<file path="config.mk">
export PLATFORM = sky130hd
export DESIGN_NAME = fifo_wr_arbiter
export DESIGN_NICKNAME = d
export VERILOG_FILES = /design/src/rtl/fifo_wr_arbiter.sv
export SDC_FILE = /design/constraint.sdc
export NUM_CORES = 1
export LEC_CHECK = 0
export ABC_AREA = 0
export BUFFER_PORTS_ARGS = -buffer_cell sky130_fd_sc_hd__clkbuf_2
export CORE_MARGIN = 1.5
export CORE_UTILIZATION = 41
export DETAILED_ROUTE_END_ITERATION = 7
export MAX_ROUTING_LAYER = met4
export PLACE_DENSITY_LB_ADDON = 0.05
export SETUP_SLACK_MARGIN = 0.1
export SYNTH_ARGS = -nofsm -noshare
export SYNTH_HDL_FRONTEND = slang
export SYNTH_SLANG_ARGS = --single-unit
</file>
<file path="constraint.sdc">
create_clock -name clk_i -period 1.9 [get_ports clk_i]
set_input_delay 0.285 -clock clk_i [delete_from_list [all_inputs] [get_ports clk_i]]
set_output_delay 0.285 -clock clk_i [all_outputs]
set_load 0.03 [all_outputs]
</file>
<file path="src/rtl/fifo_wr_arbiter.sv">
// -----------------------------------------------------------------------------
// fifo_wr_arbiter
// Round-robin arbiter that shares the write port of a synchronous FIFO between
// NUM_REQ producers. It issues at most one registered write per cycle, throttles
// on full/almostfull, checks each issued write for an ack one cycle later, and
// keeps saturating stall/error statistics.
//
// Ports
//   clk_i              clock, all logic on posedge
//   rst_n_i            synchronous active-low reset
//   arb_en_i           1 = new grants allowed
//   req_i              per-requester request, held with data until granted
//   req_data_i         slice i = [i*FIFO_WIDTH +: FIFO_WIDTH]
//   gnt_o              registered one-hot grant (pulse = word issued this cycle)
//   fifo_wr_en_o       registered FIFO wr_en
//   fifo_data_in_o     registered FIFO data_in
//   fifo_full_i        FIFO full
//   fifo_almostfull_i  FIFO almostfull (count == DEPTH-1)
//   fifo_wr_ack_i      FIFO wr_ack, one cycle after wr_en
//   fifo_overflow_i    FIFO overflow
//   arb_state_o        00 IDLE, 01 GRANT, 10 BLOCKED
//   stall_cnt_o        saturating count of cycles spent in BLOCKED
//   err_cnt_o          saturating count of writes not acked or overflowed
//   ack_err_o          sticky flag, set on the first ack error
// -----------------------------------------------------------------------------
module fifo_wr_arbiter #(
    parameter int NUM_REQ    = 4,
    parameter int FIFO_WIDTH = 16,
    parameter int CNT_WIDTH  = 8
) (
    input  logic                          clk_i,
    input  logic                          rst_n_i,
    input  logic                          arb_en_i,
    input  logic [NUM_REQ-1:0]            req_i,
    input  logic [NUM_REQ*FIFO_WIDTH-1:0] req_data_i,
    output logic [NUM_REQ-1:0]            gnt_o,
    output logic                          fifo_wr_en_o,
    output logic [FIFO_WIDTH-1:0]         fifo_data_in_o,
    input  logic                          fifo_full_i,
    input  logic                          fifo_almostfull_i,
    input  logic                          fifo_wr_ack_i,
    input  logic                          fifo_overflow_i,
    output logic [1:0]                    arb_state_o,
    output logic [CNT_WIDTH-1:0]          stall_cnt_o,
    output logic [CNT_WIDTH-1:0]          err_cnt_o,
    output logic                          ack_err_o
);

    localparam int IDXW = $clog2(NUM_REQ);

    typedef enum logic [1:0] {
        ST_IDLE    = 2'b00,
        ST_GRANT   = 2'b01,
        ST_BLOCKED = 2'b10
    } arb_state_e;

    function automatic logic [CNT_WIDTH-1:0] sat_inc(input logic [CNT_WIDTH-1:0] v);
        return (&v) ? v : v + 1'b1;
    endfunction

    arb_state_e                state_q, state_d;
    logic [IDXW-1:0]           last_q, last_d;
    logic [NUM_REQ-1:0]        gnt_q, gnt_d;
    logic                      wr_en_q, wr_en_d;
    logic [FIFO_WIDTH-1:0]     data_q, data_d;
    logic                      inflight_q, inflight_d;
    logic [CNT_WIDTH-1:0]      stall_q, stall_d;
    logic [CNT_WIDTH-1:0]      err_q, err_d;
    logic                      ack_err_q, ack_err_d;

    logic                      blocked;
    logic                      found;
    logic [IDXW:0]             sum;
    logic [IDXW-1:0]           win_idx;
    logic [NUM_REQ-1:0]        win_onehot;
    logic [FIFO_WIDTH-1:0]     win_data;

    // The last FIFO slot is reserved for the write already on the bus.
    assign blocked = fifo_full_i | (fifo_almostfull_i & wr_en_q);

    // Round-robin search: first set request at or after last+1, wrapping.
    always_comb begin
        found   = 1'b0;
        win_idx = last_q;
        sum     = '0;
        for (int k = 1; k <= NUM_REQ; k++) begin
            sum = {1'b0, last_q} + (IDXW+1)'(k);
            if (sum >= (IDXW+1)'(NUM_REQ)) begin
                sum = sum - (IDXW+1)'(NUM_REQ);
            end
            if (!found && req_i[sum[IDXW-1:0]]) begin
                found   = 1'b1;
                win_idx = sum[IDXW-1:0];
            end
        end
    end

    always_comb begin
        win_onehot = '0;
        win_data   = '0;
        for (int i = 0; i < NUM_REQ; i++) begin
            if (win_idx == IDXW'(i)) begin
                win_onehot[i] = 1'b1;
                win_data      = req_data_i[i*FIFO_WIDTH +: FIFO_WIDTH];
            end
        end
    end

    // Decision stage: classify the edge, pick the grant, run the ack check.
    always_comb begin
        state_d    = ST_IDLE;
        gnt_d      = '0;
        wr_en_d    = 1'b0;
        data_d     = data_q;
        last_d     = last_q;
        stall_d    = stall_q;
        err_d      = err_q;
        ack_err_d  = ack_err_q;
        inflight_d = wr_en_q;

        // A write issued last cycle must be acked now, without overflow.
        if (inflight_q && (!fifo_wr_ack_i || fifo_overflow_i)) begin
            err_d     = sat_inc(err_q);
            ack_err_d = 1'b1;
        end

        if (arb_en_i && (|req_i)) begin
            if (blocked) begin
                state_d = ST_BLOCKED;
                stall_d = sat_inc(stall_q);
            end else begin
                state_d = ST_GRANT;
                gnt_d   = win_onehot;
                wr_en_d = 1'b1;
                data_d  = win_data;
                last_d  = win_idx;
            end
        end
    end

    // Output register stage.
    always_ff @(posedge clk_i) begin
        if (!rst_n_i) begin
            state_q    <= ST_IDLE;
            last_q     <= IDXW'(NUM_REQ-1);
            gnt_q      <= '0;
            wr_en_q    <= 1'b0;
            data_q     <= '0;
            inflight_q <= 1'b0;
            stall_q    <= '0;
            err_q      <= '0;
            ack_err_q  <= 1'b0;
        end else begin
            state_q    <= state_d;
            last_q     <= last_d;
            gnt_q      <= gnt_d;
            wr_en_q    <= wr_en_d;
            data_q     <= data_d;
            inflight_q <= inflight_d;
            stall_q    <= stall_d;
            err_q      <= err_d;
            ack_err_q  <= ack_err_d;
        end
    end

    assign gnt_o          = gnt_q;
    assign fifo_wr_en_o   = wr_en_q;
    assign fifo_data_in_o = data_q;
    assign arb_state_o    = state_q;
    assign stall_cnt_o    = stall_q;
    assign err_cnt_o      = err_q;
    assign ack_err_o      = ack_err_q;

endmodule

</file>
# --- Word-level counts from Yosys, hierarchy flattened ---
# Cells that the tools add are included.
word_totals:
  reg_bits: 43
  in_bits: 75
  out_inout_bits: 40
  elab_cells: 85
classes:
  addsub: 10
  order_cmp: 8
  eq_ne: 3
  muxes: 29
  bitwise_logic: 7
  reduce_logical: 19
ops:
  columns: ["op", "count"]
  rows:
  - ["16-bit two-way mux", 4]
  - ["2-bit two-way mux", 9]
  - ["8-bit by 1-bit adder with 8-bit output, second input constant", 2]
  - ["8-bit AND reduction", 2]
  - ["3-bit >= comparator, second input constant", 4]
  - ["2-bit by 3-bit < comparator with 1-bit output, second input constant", 4]
  - ["1-bit two-way mux", 12]
  - ["1-bit binary-select mux with 2-bit select", 4]
  - ["2-bit by 1-bit subtractor with 2-bit output, second input constant", 4]
  - ["2-bit by 2-bit adder with 3-bit output, second input constant", 2]
  - ["2-bit AND reduction", 3]
  - ["1-bit logical AND", 5]
  - ["1-bit NOT", 5]
  - ["2-bit equality test, second input constant", 2]
  - ["1-bit zero test", 4]
  - ["4-bit OR reduction", 1]
  - ["2-bit by 1-bit adder with 3-bit output, second input constant", 1]
  - ["2-bit by 3-bit adder with 3-bit output, second input constant", 1]
  - ["3-bit AND reduction", 1]
  - ["3-bit OR reduction", 1]
  - ["2-bit by 1-bit equality test with 1-bit output, second input constant", 1]
  - ["2-bit zero test", 1]
  - ["1-bit bitwise AND", 1]
  - ["1-bit logical OR", 1]
  - ["1-bit OR", 1]

# --- Longest topological paths before layout ---
logic_depth:
  depth_word: 20
  ltp_mapped: 7
  ltp_nobuf: 6

# --- Worst setup path after synthesis ---
# No wires, ideal clock.
synth_path:
  path_kind: "register to register"
  start: "register stall_q[0], in the netlist stall_cnt_o[0]"
  end: "register stall_q[7], in the netlist stall_cnt_o[7]"
  arrival_ps: 1749
  required_time_ps: 1772
  setup_slack_ps: 24
  path_stages_with_launch: 7
  n_path_buf: 0
  synth_period_minus_slack_ps: 1876
  path_cell_list: "dfxtp_1 -> ha_1 -> nand2_1 -> nor3_1 -> nor4_1 -> xnor2_1 -> nor2_1"
synth_via:
  elab_chain_cells: 3
synth_lines:
  columns: ["item", "line_no", "rtl"]
  rows:
  - ["start, declared", "67", "logic [CNT_WIDTH-1:0] stall_q, stall_d;"]
  - ["start signal, assigned", "160", "stall_q <= stall_d;"]
  - ["parallel branches: the longest is 3 deep, another holds 8-bit by 1-bit adder with 8-bit output", null, null]
# Several ways; the timed one is not identified.
# A chain may end at the register's enable or synchronous reset.

# --- Final worst setup path ---
layout_path:
  start: "register last_q[1]"
  end: "register data_q[6], in the netlist fifo_data_in_o[6]"
layout_via:
  elab_chain_cells: 20
layout_lines:
  columns: ["item", "line_no", "rtl"]
  rows:
  - ["start, declared", "62", "logic [IDXW-1:0] last_q, last_d;"]
  - ["start signal, assigned", "145", "last_q <= IDXW'(NUM_REQ-1);"]
  - ["start signal, assigned", "155", "last_q <= last_d;"]
  - ["2-bit by 1-bit adder with 3-bit output", "87", "sum = {1'b0, last_q} + (IDXW+1)'(k);"]
  - ["3-bit >= comparator or 2-bit by 1-bit subtractor with 2-bit output (tied branches)", "88, 89", null]
  - ["2-bit two-way mux", "88", "if (sum >= (IDXW+1)'(NUM_REQ)) begin"]
  - ["1-bit binary-select mux with 2-bit select", "91", "if (!found && req_i[sum[IDXW-1:0]]) begin"]
  - ["1-bit two-way mux (implied by the code)", "91", null]
  - ["1-bit two-way mux", "91", null]
  - ["1-bit zero test", "91", null]
  - ["1-bit logical AND", "91", null]
  - ["[... 2 more ...]", null, null]
  - ["1-bit logical AND", "91", null]
  - ["1-bit two-way mux", "91", null]
  - ["1-bit zero test", "91", null]
  - ["1-bit logical AND", "91", null]
  - ["2-bit two-way mux (*)", "91", null]
  - ["2-bit zero test", "102", "if (win_idx == IDXW'(i)) begin"]
  - ["16-bit two-way mux (3 in series)", "102", null]
  - ["16-bit two-way mux (*)", "102", null]
  - ["end signal, assigned", "158", "data_q <= data_d;"]
  - ["end, declared", "65", "logic [FIFO_WIDTH-1:0] data_q, data_d;"]
# Mark *: on every way between the ends. The rest lies on a longest branch, timed or not. The select of a mux whose other input is x is not followed.

==> impl_metrics.yaml <==
outcome:
  status: "finished, final reports clean"
finish:
  postLayoutCellArea_um2: 3104
  area_delta_synth_final_pct: 37.00
  finalNetCount: 452
  finish.cell_count_without_fillers: 446
  layout.cells.most_common_list: "114 x clkbuf_2, 39 x dfxtp_1, 24 x a21oi_1"
  antenna_diode_count: 0
  multi_input_gate_area_um2: 1329
  drive_gt1_share_pct: 42.29
  post-route-util_pct: 59.64
  fill_cells: 515
  final_common_cell: "clkbuf_2"
  seq_area_um2: 847.1
worst_setup_path:
  cpLargestDelayFamily: "multiplexers"
  worstSetupStartpointType: "flop"
  crit_path_top_delay_cell: "dfxtp_4"
  crit_type: "flop to flop"
  critical_path_buf_inv_count: 1
  timing.critical_path.to_type: "flop"
  rrSetupSlack_ns: 0.16
  list_of_cells_traversed_by_the_critical_path: "mux2i_4 -> o21ai_4 -> nor2_4 -> buf_12 -> mux2_4 -> a221o_1"
  worst_ep_arrival_time_ns: 1.91
  critical_path.max_fanout: 10
  cpPeakStageDelay_ns: 0.38
  worst_ep_required_time_ns: 2.08
floorplan:
  floorplan.rows: 26
  die_area_um2: 5981
  die_y_um: 77.34
  die_x_um: 77.34
  floorplan.initialDensity_pct: 43.53
  io-pin-count: 115
  placeableCoreArea_um2: 5205
placement:
  placed_cells_incl_taps: 435
  globalplace.congestion: 0.8034
  buffer_ports.inserted: 114
  hpwlAfterDp_um: 4636
  placed_area_um2: 2932
clock_network:
  cts_tree: "yes"
  cts-htree-levels: 2
  clkTransAtPathRegs_ns: 0.08
  clock_sinks: 42
  cts_root_buf: "clkbuf_8"
  clk_latency_ns: 0.28
  cts-hold-fix-buffers: 0
  cts_buffer_depth: 2
  cts-buffers-inserted: 5
global_route:
  antenna_found_initial: 0
  grt_start_max_net_pins: 19
  wire_length_of_the_first_global_routing_pass_um: 9984
  grt.overflow.total: 0
  via_count_of_the_first_global_routing_pass: 2239
  globalRouteTotalUtil_pct: 21.22
timing:
  rsz_0062_raised_after_global_routing: "yes"
  final.setup_skew_ns: 0.004102
  setup_tns_ns: 0
  slew_headroom_pct: 64.90
  max_slew.worst_pin.slew_ns: 0.5264
  period_share_pct: 91.36
  drv_slew: 0
  final-hold-violation-count: 0
  max_freq_mhz: 576.1
  setup_failing_eps_final: 0
  final_period_minus_worst_setup_slack_ns: 1.736
route:
  drt-total-wl_um: 6165
  drt_wl_cell_um: 13.82
  route.vias.total: 2337
  drt_first_pass_iters: 4
  detail-route-antenna-nets: 0
  post-route-drc-count: 0
  initialDrtViolationCount: 89
  vias_per_cell: 5.240
synthesis:
  synth-seq-cells: 42
  synthDistinctLibCells: 50
  synth-edff-count: 0
  synth_sequential_area_ratio_pct: 37.11
  synth_warnings: 0
  postSynth.asyncResetShare_pct: 0
  synthesis.area_per_instance_um2: 8.886
  synth-main-ff-cell: "dfxtp_1"
  synth_area_um2: 2266
  syn_inst: 255
  synth.net_count: 332
power:
  power_leakage_uw: 0.001402
  fin_total_pwr_uw: 2183
  worst_vdd_ir_v: 0.0003270
  power_density_nw_per_um2: 703.3
hold_path:
  worst_hold_path_type: "input pin to flop"
flow_run:
  number_of_maximum_capacitance_violations: 0
## layout make-up
cell class,count,share of cell area [%]
well taps,70,2.821
multi-input cells,192,42.81
inverters,5,0.6046
clock inverters,2,1.209
clock buffers,6,2.338
repair buffers,129,22.93
flip-flops and latches,42,27.29
## final timing paths
path | depth (start not counted) | startpoint | end
worst max-delay path | 6 | last_q[1] | fifo_data_in_o[6]
worst min-delay path | 3 | req_data_i[33] | fifo_data_in_o[1]
worst max register to register | 6 | last_q[1] | fifo_data_in_o[6]
worst min register to register | 2 | ack_err_o | ack_err_o
## metal layers
metal / vias up / GRT usage, % / part of all wire [%] / routed length [µm]
met5: - / - / 0 / 0
met4: 0 / 6.182 / 1.1 / 70
met3: 7 / 4.471 / 5.5 / 338
met2: 72 / 38.42 / 51 / 3118
met1: 1078 / 23.31 / 43 / 2637
li1: 1180 / - / - / -
## cells by family (layout without fill, tap and decap cells)
kind of cell,after synthesis,count (layout),share of synthesized area [%]
buffers and inverters,21,142,5.521
adders and majority gates,2,2,1.104
xor gates and xnor gates,12,12,4.638
AOI/OAI and AO/OA,76,76,23.80
DFF,42,42,37.11
and+or+nand+nor,86,86,19.82
muxes,16,16,8.006
## power breakdown
group / internal, µW / switching [µW] / leakage (µW) / total (µW)
logic: 237 / 299 / 0.00101 / 536
registers: 920 / 27.1 / 0.000342 / 947
clock network: 392 / 308 / 0.0000514 / 700
## Yosys cell counts (3+ instances only)
| library cell | count | area [µm²] |
|---|---|---|
| mux2_2 | 5 | 56.30 |
| dfxtp_1 | 42 | 840.8 |
| o21ai_0 | 11 | 55.05 |
| nand3_1 | 20 | 100.1 |
| clkbuf_1 | 5 | 18.77 |
| buf_2 | 4 | 20.02 |
| nand2_1 | 14 | 52.55 |
| nand2b_1 | 5 | 31.28 |
| buf_4 | 3 | 22.52 |
| buf_6 | 4 | 45.04 |
| o211ai_1 | 3 | 22.52 |
| inv_1 | 4 | 15.01 |
| o21ai_1 | 9 | 45.04 |
| a21oi_1 | 24 | 120.1 |
| nor3_1 | 6 | 30.03 |
| nor4_1 | 4 | 25.02 |
| a221o_1 | 14 | 140.1 |
| mux2_1 | 8 | 90.09 |
| xnor2_1 | 11 | 96.34 |
| nor2_1 | 22 | 82.58 |
## worst register-to-register path, stage by stage, from the launching register on
cell     delay [ns]
dfxtp_4        0.38
mux2i_4        0.26
o21ai_4        0.08
nor2_4         0.13
buf_12         0.15
mux2_4         0.30
a221o_1        0.33
## stage by stage
stage,hold slack (ns),setup slack (ns)
3_5_place_dp,0.4605,0.05288
4_1_cts,0.2661,0.1228
5_1_grt,0.2990,0.08530
6_report,0.2817,0.1642
2_1_floorplan,0.4572,0.1169
3_3_place_gp,0.4553,0.07379
## registers in the layout (all words and copies together) (netlist names)
name            count
inflight_q          1
arb_state_o         2
stall_cnt_o         8
fifo_data_in_o     16
err_cnt_o           8
gnt_o               4
last_q              2
ack_err_o           1
## timing repair
item                       in CTS  in global routing
hold endpoints to repair        0                  0
pin swaps                       0                  2
setup endpoints to repair      14                 16
resized for setup               3                  3
setup buffers                   0                  3
(Power assumes the default switching activity.)
